[src/rtl/bcd_accum_display_if.sv]
// rtl/bcd_accum_display_if.sv - operand/result/display bundle for the BCD accumulator
interface bcd_accum_display_if #(
    parameter int DIGITS = 4
);
    logic                  start;
    logic                  mode;
    logic                  carry_in;
    logic [4*DIGITS-1:0]   operand;
    logic                  busy;
    logic                  done;
    logic [4*DIGITS-1:0]   acc;
    logic                  carry_out;
    logic [6:0]            seg;
    logic [DIGITS-1:0]     an;

    modport master (
        output start, mode, carry_in, operand,
        input  busy, done, acc, carry_out, seg, an
    );

    modport slave (
        input  start, mode, carry_in, operand,
        output busy, done, acc, carry_out, seg, an
    );
endinterface

[src/rtl/bcd_accum_display.sv]
// rtl/bcd_accum_display.sv - digit-serial BCD accumulator with scanned seven-segment output
module bcd_accum_display #(
    parameter int DIGITS      = 4,
    parameter int REFRESH_DIV = 50000
) (
    input  logic                  clk,
    input  logic                  reset,
    bcd_accum_display_if.slave    bus
);
    localparam int IW = (DIGITS > 1) ? $clog2(DIGITS) : 1;
    localparam int CW = (REFRESH_DIV > 1) ? $clog2(REFRESH_DIV) : 1;
    localparam int W  = 4 * DIGITS;

    typedef enum logic [1:0] {S_IDLE, S_ADD, S_DONE} state_t;

    state_t          state_q, state_d;
    logic [W-1:0]    acc_q, acc_d;
    logic [W-1:0]    op_q, op_d;
    logic            c_q, c_d;
    logic            cout_q, cout_d;
    logic [IW-1:0]   idx_q, idx_d;
    logic [CW-1:0]   cnt_q, cnt_d;
    logic [IW-1:0]   scan_q, scan_d;
    logic [DIGITS-1:0] an_q, an_d;
    logic [6:0]      seg_q, seg_d;
    logic [4:0]      sum;
    logic [4:0]      sum_adj;

    function automatic logic [W-1:0] clamp_bcd(input logic [W-1:0] v);
        logic [W-1:0] r;
        for (int i = 0; i < DIGITS; i++)
            r[4*i +: 4] = (v[4*i +: 4] > 4'd9) ? 4'd9 : v[4*i +: 4];
        return r;
    endfunction

    function automatic logic [6:0] seg_code(input logic [3:0] d);
        case (d)
            4'd0:    seg_code = 7'b1000000;
            4'd1:    seg_code = 7'b1111001;
            4'd2:    seg_code = 7'b0100100;
            4'd3:    seg_code = 7'b0110000;
            4'd4:    seg_code = 7'b0011001;
            4'd5:    seg_code = 7'b0010010;
            4'd6:    seg_code = 7'b0000010;
            4'd7:    seg_code = 7'b1111000;
            4'd8:    seg_code = 7'b0000000;
            4'd9:    seg_code = 7'b0011000;
            default: seg_code = 7'b1111111;
        endcase
    endfunction

    always_ff @(posedge clk or posedge reset) begin
        if (reset) begin
            state_q <= S_IDLE;
            acc_q   <= '0;
            op_q    <= '0;
            c_q     <= 1'b0;
            cout_q  <= 1'b0;
            idx_q   <= '0;
            cnt_q   <= '0;
            scan_q  <= '0;
            an_q    <= ~DIGITS'(1);
            seg_q   <= 7'b1000000;
        end else begin
            state_q <= state_d;
            acc_q   <= acc_d;
            op_q    <= op_d;
            c_q     <= c_d;
            cout_q  <= cout_d;
            idx_q   <= idx_d;
            cnt_q   <= cnt_d;
            scan_q  <= scan_d;
            an_q    <= an_d;
            seg_q   <= seg_d;
        end
    end

    always_comb begin
        state_d = state_q;
        acc_d   = acc_q;
        op_d    = op_q;
        c_d     = c_q;
        cout_d  = cout_q;
        idx_d   = idx_q;
        sum     = '0;
        sum_adj = '0;
        case (state_q)
            S_IDLE: begin
                if (bus.start) begin
                    if (bus.mode) begin
                        acc_d   = clamp_bcd(bus.operand);
                        cout_d  = 1'b0;
                        state_d = S_DONE;
                    end else begin
                        op_d    = clamp_bcd(bus.operand);
                        c_d     = bus.carry_in;
                        idx_d   = '0;
                        state_d = S_ADD;
                    end
                end
            end
            S_ADD: begin
                sum     = {1'b0, acc_q[{idx_q, 2'b00} +: 4]} + {1'b0, op_q[{idx_q, 2'b00} +: 4]} + {4'b0, c_q};
                sum_adj = sum - 5'd10;
                if (sum > 5'd9) begin
                    acc_d[{idx_q, 2'b00} +: 4] = sum_adj[3:0];
                    c_d = 1'b1;
                end else begin
                    acc_d[{idx_q, 2'b00} +: 4] = sum[3:0];
                    c_d = 1'b0;
                end
                if (idx_q == IW'(DIGITS - 1)) begin
                    cout_d  = (sum > 5'd9);
                    state_d = S_DONE;
                end else begin
                    idx_d = idx_q + 1'b1;
                end
            end
            S_DONE:  state_d = S_IDLE;
            default: state_d = S_IDLE;
        endcase
    end

    // Display registers are fed from next-state acc so they never lag the accumulator.
    always_comb begin
        cnt_d  = (cnt_q == CW'(REFRESH_DIV - 1)) ? '0 : cnt_q + 1'b1;
        scan_d = scan_q;
        if (cnt_q == CW'(REFRESH_DIV - 1))
            scan_d = (scan_q == IW'(DIGITS - 1)) ? '0 : scan_q + 1'b1;
        an_d  = ~(DIGITS'(1) << scan_d);
        seg_d = seg_code(acc_d[{scan_d, 2'b00} +: 4]);
    end

    always_comb begin
        bus.busy      = (state_q == S_ADD);
        bus.done      = (state_q == S_DONE);
        bus.acc       = acc_q;
        bus.carry_out = cout_q;
        bus.seg       = seg_q;
        bus.an        = an_q;
    end
endmodule

[src/flat_wrapper.sv]
// flat-port wrapper written by rule: the top's interface ports become plain ports
module bcd_accum_display_flat 
#(
    parameter int DIGITS      = 4,
    parameter int REFRESH_DIV = 50000
)
  (clk, reset, bus_start, bus_mode, bus_carry_in, bus_operand, bus_busy, bus_done, bus_acc, bus_carry_out, bus_seg, bus_an);
  bcd_accum_display_if #(.DIGITS(DIGITS)) bus_i ();
  input  logic clk;
  input  logic reset;
  input wire logic [$bits(bus_i.start)-1:0] bus_start;
  input wire logic [$bits(bus_i.mode)-1:0] bus_mode;
  input wire logic [$bits(bus_i.carry_in)-1:0] bus_carry_in;
  input wire logic [$bits(bus_i.operand)-1:0] bus_operand;
  output wire logic [$bits(bus_i.busy)-1:0] bus_busy;
  output wire logic [$bits(bus_i.done)-1:0] bus_done;
  output wire logic [$bits(bus_i.acc)-1:0] bus_acc;
  output wire logic [$bits(bus_i.carry_out)-1:0] bus_carry_out;
  output wire logic [$bits(bus_i.seg)-1:0] bus_seg;
  output wire logic [$bits(bus_i.an)-1:0] bus_an;
  assign bus_i.start = bus_start;
  assign bus_i.mode = bus_mode;
  assign bus_i.carry_in = bus_carry_in;
  assign bus_i.operand = bus_operand;
  assign bus_busy = bus_i.busy;
  assign bus_done = bus_i.done;
  assign bus_acc = bus_i.acc;
  assign bus_carry_out = bus_i.carry_out;
  assign bus_seg = bus_i.seg;
  assign bus_an = bus_i.an;
  bcd_accum_display #(.DIGITS(DIGITS), .REFRESH_DIV(REFRESH_DIV)) u_core (.clk(clk), .reset(reset), .bus(bus_i));
endmodule
[config.mk]
export PLATFORM = sky130hd
export DESIGN_NAME = bcd_accum_display_flat
export DESIGN_NICKNAME = d
export VERILOG_FILES = /design/src/rtl/bcd_accum_display_if.sv /design/src/rtl/bcd_accum_display.sv /design/src/flat_wrapper.sv
export SDC_FILE = /design/constraint.sdc
export NUM_CORES = 1
export LEC_CHECK = 0
export ABC_AREA = 1
export CAP_MARGIN = 20
export CORE_MARGIN = 3
export CORE_UTILIZATION = 40
export CTS_CLUSTER_SIZE = 30
export DETAILED_ROUTE_END_ITERATION = 6
export GPL_TIMING_DRIVEN = 0
export PLACE_DENSITY = 0.6
export SLEW_MARGIN = 20
export SYNTH_ARGS = -nofsm -noshare
export SYNTH_HDL_FRONTEND = slang
export SYNTH_SLANG_ARGS = --single-unit
[constraint.sdc]
create_clock -name clk -period 4.92 [get_ports clk]
set_input_delay 1.23 -clock clk [delete_from_list [all_inputs] [get_ports clk]]
set_output_delay 1.23 -clock clk [all_outputs]
set_load 0.05 [all_outputs]
==> metrics.md <==
| Metric | Value |
|---|---|
| Post-DP HPWL | 9950 um |
| Fin. Hold Viols | 0 |
| Arr. time, crit path | 4.86 ns |
| Largest net degree at the start of global routing | 36 |
| FMAX | 0.219 GHz |
| CP Capture Type | flop |
| WL final | 13100 um |
| Avg Cell Area, Syn | 7.24 sq um |
| Average wire per standard cell | 16.1 um |
| Clock Skew | 0.00674 ns |
| Number of synthesized flops with an enable pin | 0 |
| Mapped Area | 4420 sq um |
| DIE AREA | 12300 sq um |
| Most frequent cell after synthesis | nand2_1 |
| CTS tree | built |
| Num ports | 51 |
| Std cell rows | 37 |
| Type of the worst setup path | flop to flop |
| First-pass GRT wire length | 21900 um |
| Final setup viols | 0 |
| Post-route setup slack | 0.354 ns |
| Post-route antenna net violation count | 0 |
| TritonCTS buffer count | 9 |
| RD Place Congestion | 0.945 |
| CP Launch Type | flop |
| Initial antenna violation count | 0 |
| Vias in the first global route | 4177 |
| Initial Utilization | 42.0% |
| Share of cells above drive strength 1 | 13.6% |
| Pre-CTS setup slack | -0.00552 ns |
| Most used cell, CP | nand2_1 |
| Critical Path Start | u_core.idx_q[0]$_DFFE_PP0P_ |
| H-tree depth | 3 |
| Fin crit share | 92.8% |
| Cell count after synthesis | 610 |
| Synth area leaders | dfrtp_1 (36%), nand2_1 (14%), inv_1 (6.1%) |
| Area delta synth->final | 20.9% |
| Status | completed |
| Core Region | 10500 sq um |
| Initial DRC Count | 332 |
| First drt pass iteration count | 7 |
| Root Buffer Master | clkbuf_8 |
| HP Start | u_core.cnt_q[0]$_DFF_PP0_ |
| Via density | 5.23 |
| Synth unique cells | 41 |
| Max Buffers Root-to-Sink | 2 |
| HP Class | flop to flop |
| Vias | 4250 |
| Clock slew at reported path FFs | 0.07 ns |
| CP required | 5.21 ns |
| Post-CTS Hold Buffers | 0 |
| DRC errors left | 0 |
| Max-cap viol count | 0 |
| Register area share after synthesis | 38.1% |
| Die X | 111 um |
| CTS sink count | 67 |
| RR Startpoint | u_core.idx_q[0]$_DFFE_PP0P_ |
| Syn nets | 651 |
| Ys flop type | dfrtp_1 |
| RSZ-0062 raised after global routing | false |
| Final Core Density | 50.8% |
| Reg-to-reg slack, setup | 0.35 ns |
| PortBufs | 50 |
| Synth warn | 0 |
| Max Slew Vio Count | 0 |
| # fillers | 1075 |
| Minimum clock period | 4.57 ns |
| Slew HR | 50.8% |
| Slowest stage delay, CP | 0.48 ns |
| Asr flop ratio synth | 100% |
| Worst-margin pin slew | 0.736 ns |
| Synthesized flop and latch total | 67 |
| Most frequent cells after synthesis | nand2_1 (165), inv_1 (72), nor2_1 (68), dfrtp_1 (63), o21ai_0 (46) |
| Total gr overflow | 0 |
| Max FO, Critical Path | 12 |
| Area fraction of the dominant cell type after synthesis | 35.7% |
| Cell taking the most area after synthesis | dfrtp_1 |
| Total Nets Final | 712 |
| Setup Buffers After CTS | 0 |
| ANT cells | 0 |
| Slowest CP cell | dfrtp_2 |
| Die H | 111 um |
| Global-route usage over all layers | 22.1% |
| Clock latency on the worst-skew pair | 0.35 ns |
-- repair_timing --
item / 4_1_cts / 5_1_grt
resized for setup: 2 / 9
setup endpoints to repair: 3 / 7
endpoints found under the hold margin: 0 / 0
cloned: 0 / 0
pin swaps: 0 / 2
-- sequential cells by signal (all words and copies together), names as in the netlist --
signal and cells:
u_core.bus.acc 16, u_core.bus.seg 7, u_core.bus.carry_out 1, u_core.scan_q 2
u_core.cnt_q 16, u_core.bus.an 4, u_core.op_q 16, u_core.c_q 1
u_core.state_q 2, u_core.idx_q 2
-- worst max-delay path, delay by kind of cell, from the launching register on --
family | cells | cell delay [ns]
compound gates | 2 | 0.31
flops | 1 | 0.48
fa+ha+maj | 4 | 1.08
buf+inv | 8 | 1.02
simple gates | 17 | 1.62
-- placed cells by master (no fill, tap or decap), types with 2 or more instances in the layout --
cell type        synthesis  layout
a21oi_1                 16      16
a21oi_2                  3       3
a22oi_1                  3       3
a32oi_1                  2       2
buf_2                    4       4
buf_6                    3       3
clkbuf_1                 8       7
clkbuf_4                 0       2
clkbuf_8                 0      11
clkdlybuf4s50_1          0      50
clkinv_2                 1       3
dfrtp_1                 63      62
dfstp_2                  4       4
ha_1                    18      18
inv_1                   72      71
inv_2                   10      10
nand2_1                165     165
nand2_2                 16      16
nand2_4                  7       7
nand3_1                 37      37
nand3_2                  3       3
nand3b_1                 2       2
nand4_1                  9       9
nor2_1                  68      68
nor2_2                   5       4
nor2_4                   4       5
nor3_1                   4       4
o211ai_1                 4       4
o21ai_0                 46      46
o21ai_4                  2       2
o22ai_1                 10       8
o22ai_2                  0       2
or2_2                    5       5
xor2_1                   3       3
-- cell type report --
type | count | area, sq um | share of cell area, %
inverter | 83 | 315 | 5.90
multi-input combinational | 443 | 2350 | 44.0
buffer | 16 | 96.3 | 1.80
tap | 136 | 170 | 3.19
clock buffer | 12 | 155 | 2.91
clock inverter | 4 | 48.8 | 0.914
timing repair buffer | 51 | 520 | 9.75
sequential | 67 | 1680 | 31.5
-- layer usage --
metal / global-route usage (%) / vias up / routed length (um)
met1: 29.6 / 2013 / 5860
li1: - / 2074 / -
met5: 0 / - / 0
met3: 4.37 / 21 / 747
met4: 6.73 / 0 / 297
met2: 36.3 / 142 / 6160
-- through the flow --
stage / cells / instance area [sq um] / setup TNS, ns / hold WS, ns
2_1_floorplan: 610 / 4420 / 0 / 0.433
3_3_place_gp: 796 / 5090 / 0 / 0.447
3_5_place_dp: 797 / 5110 / -0.0107 / 0.460
4_1_cts: 813 / 5320 / 0 / 0.472
5_1_grt: 812 / 5340 / 0 / 0.499
6_report: 812 / 5340 / 0 / 0.464
-- worst paths after layout --
check | to | cells past startpoint
max | u_core.bus.seg[4]$_DFF_PP0_ | 31
min | u_core.cnt_q[0]$_DFF_PP0_ | 1
max reg2reg | u_core.bus.seg[4]$_DFF_PP0_ | 31
min reg2reg | u_core.cnt_q[0]$_DFF_PP0_ | 1
max in group asynchronous | u_core.bus.an[1]$_DFF_PP1_ | 3
min in group asynchronous | u_core.bus.carry_out$_DFFE_PP0P_ | 2
-- logic make-up (layout without fill, tap and decap cells) --
logic type / count (synthesis) / in the layout / synth area share (%)
XOR/XNOR: 3 / 3 / 0.595
adder cells (fa/ha/maj): 20 / 20 / 6.01
buffers and inverters: 100 / 166 / 9.15
AO/OA/AOI/OAI: 92 / 92 / 12.4
AND/OR/NAND/NOR: 328 / 328 / 33.7
flip-flops: 67 / 67 / 38.1
Power is not shown: default switching activity piles up to over one toggle a cycle in this logic, so the estimate is an artifact.
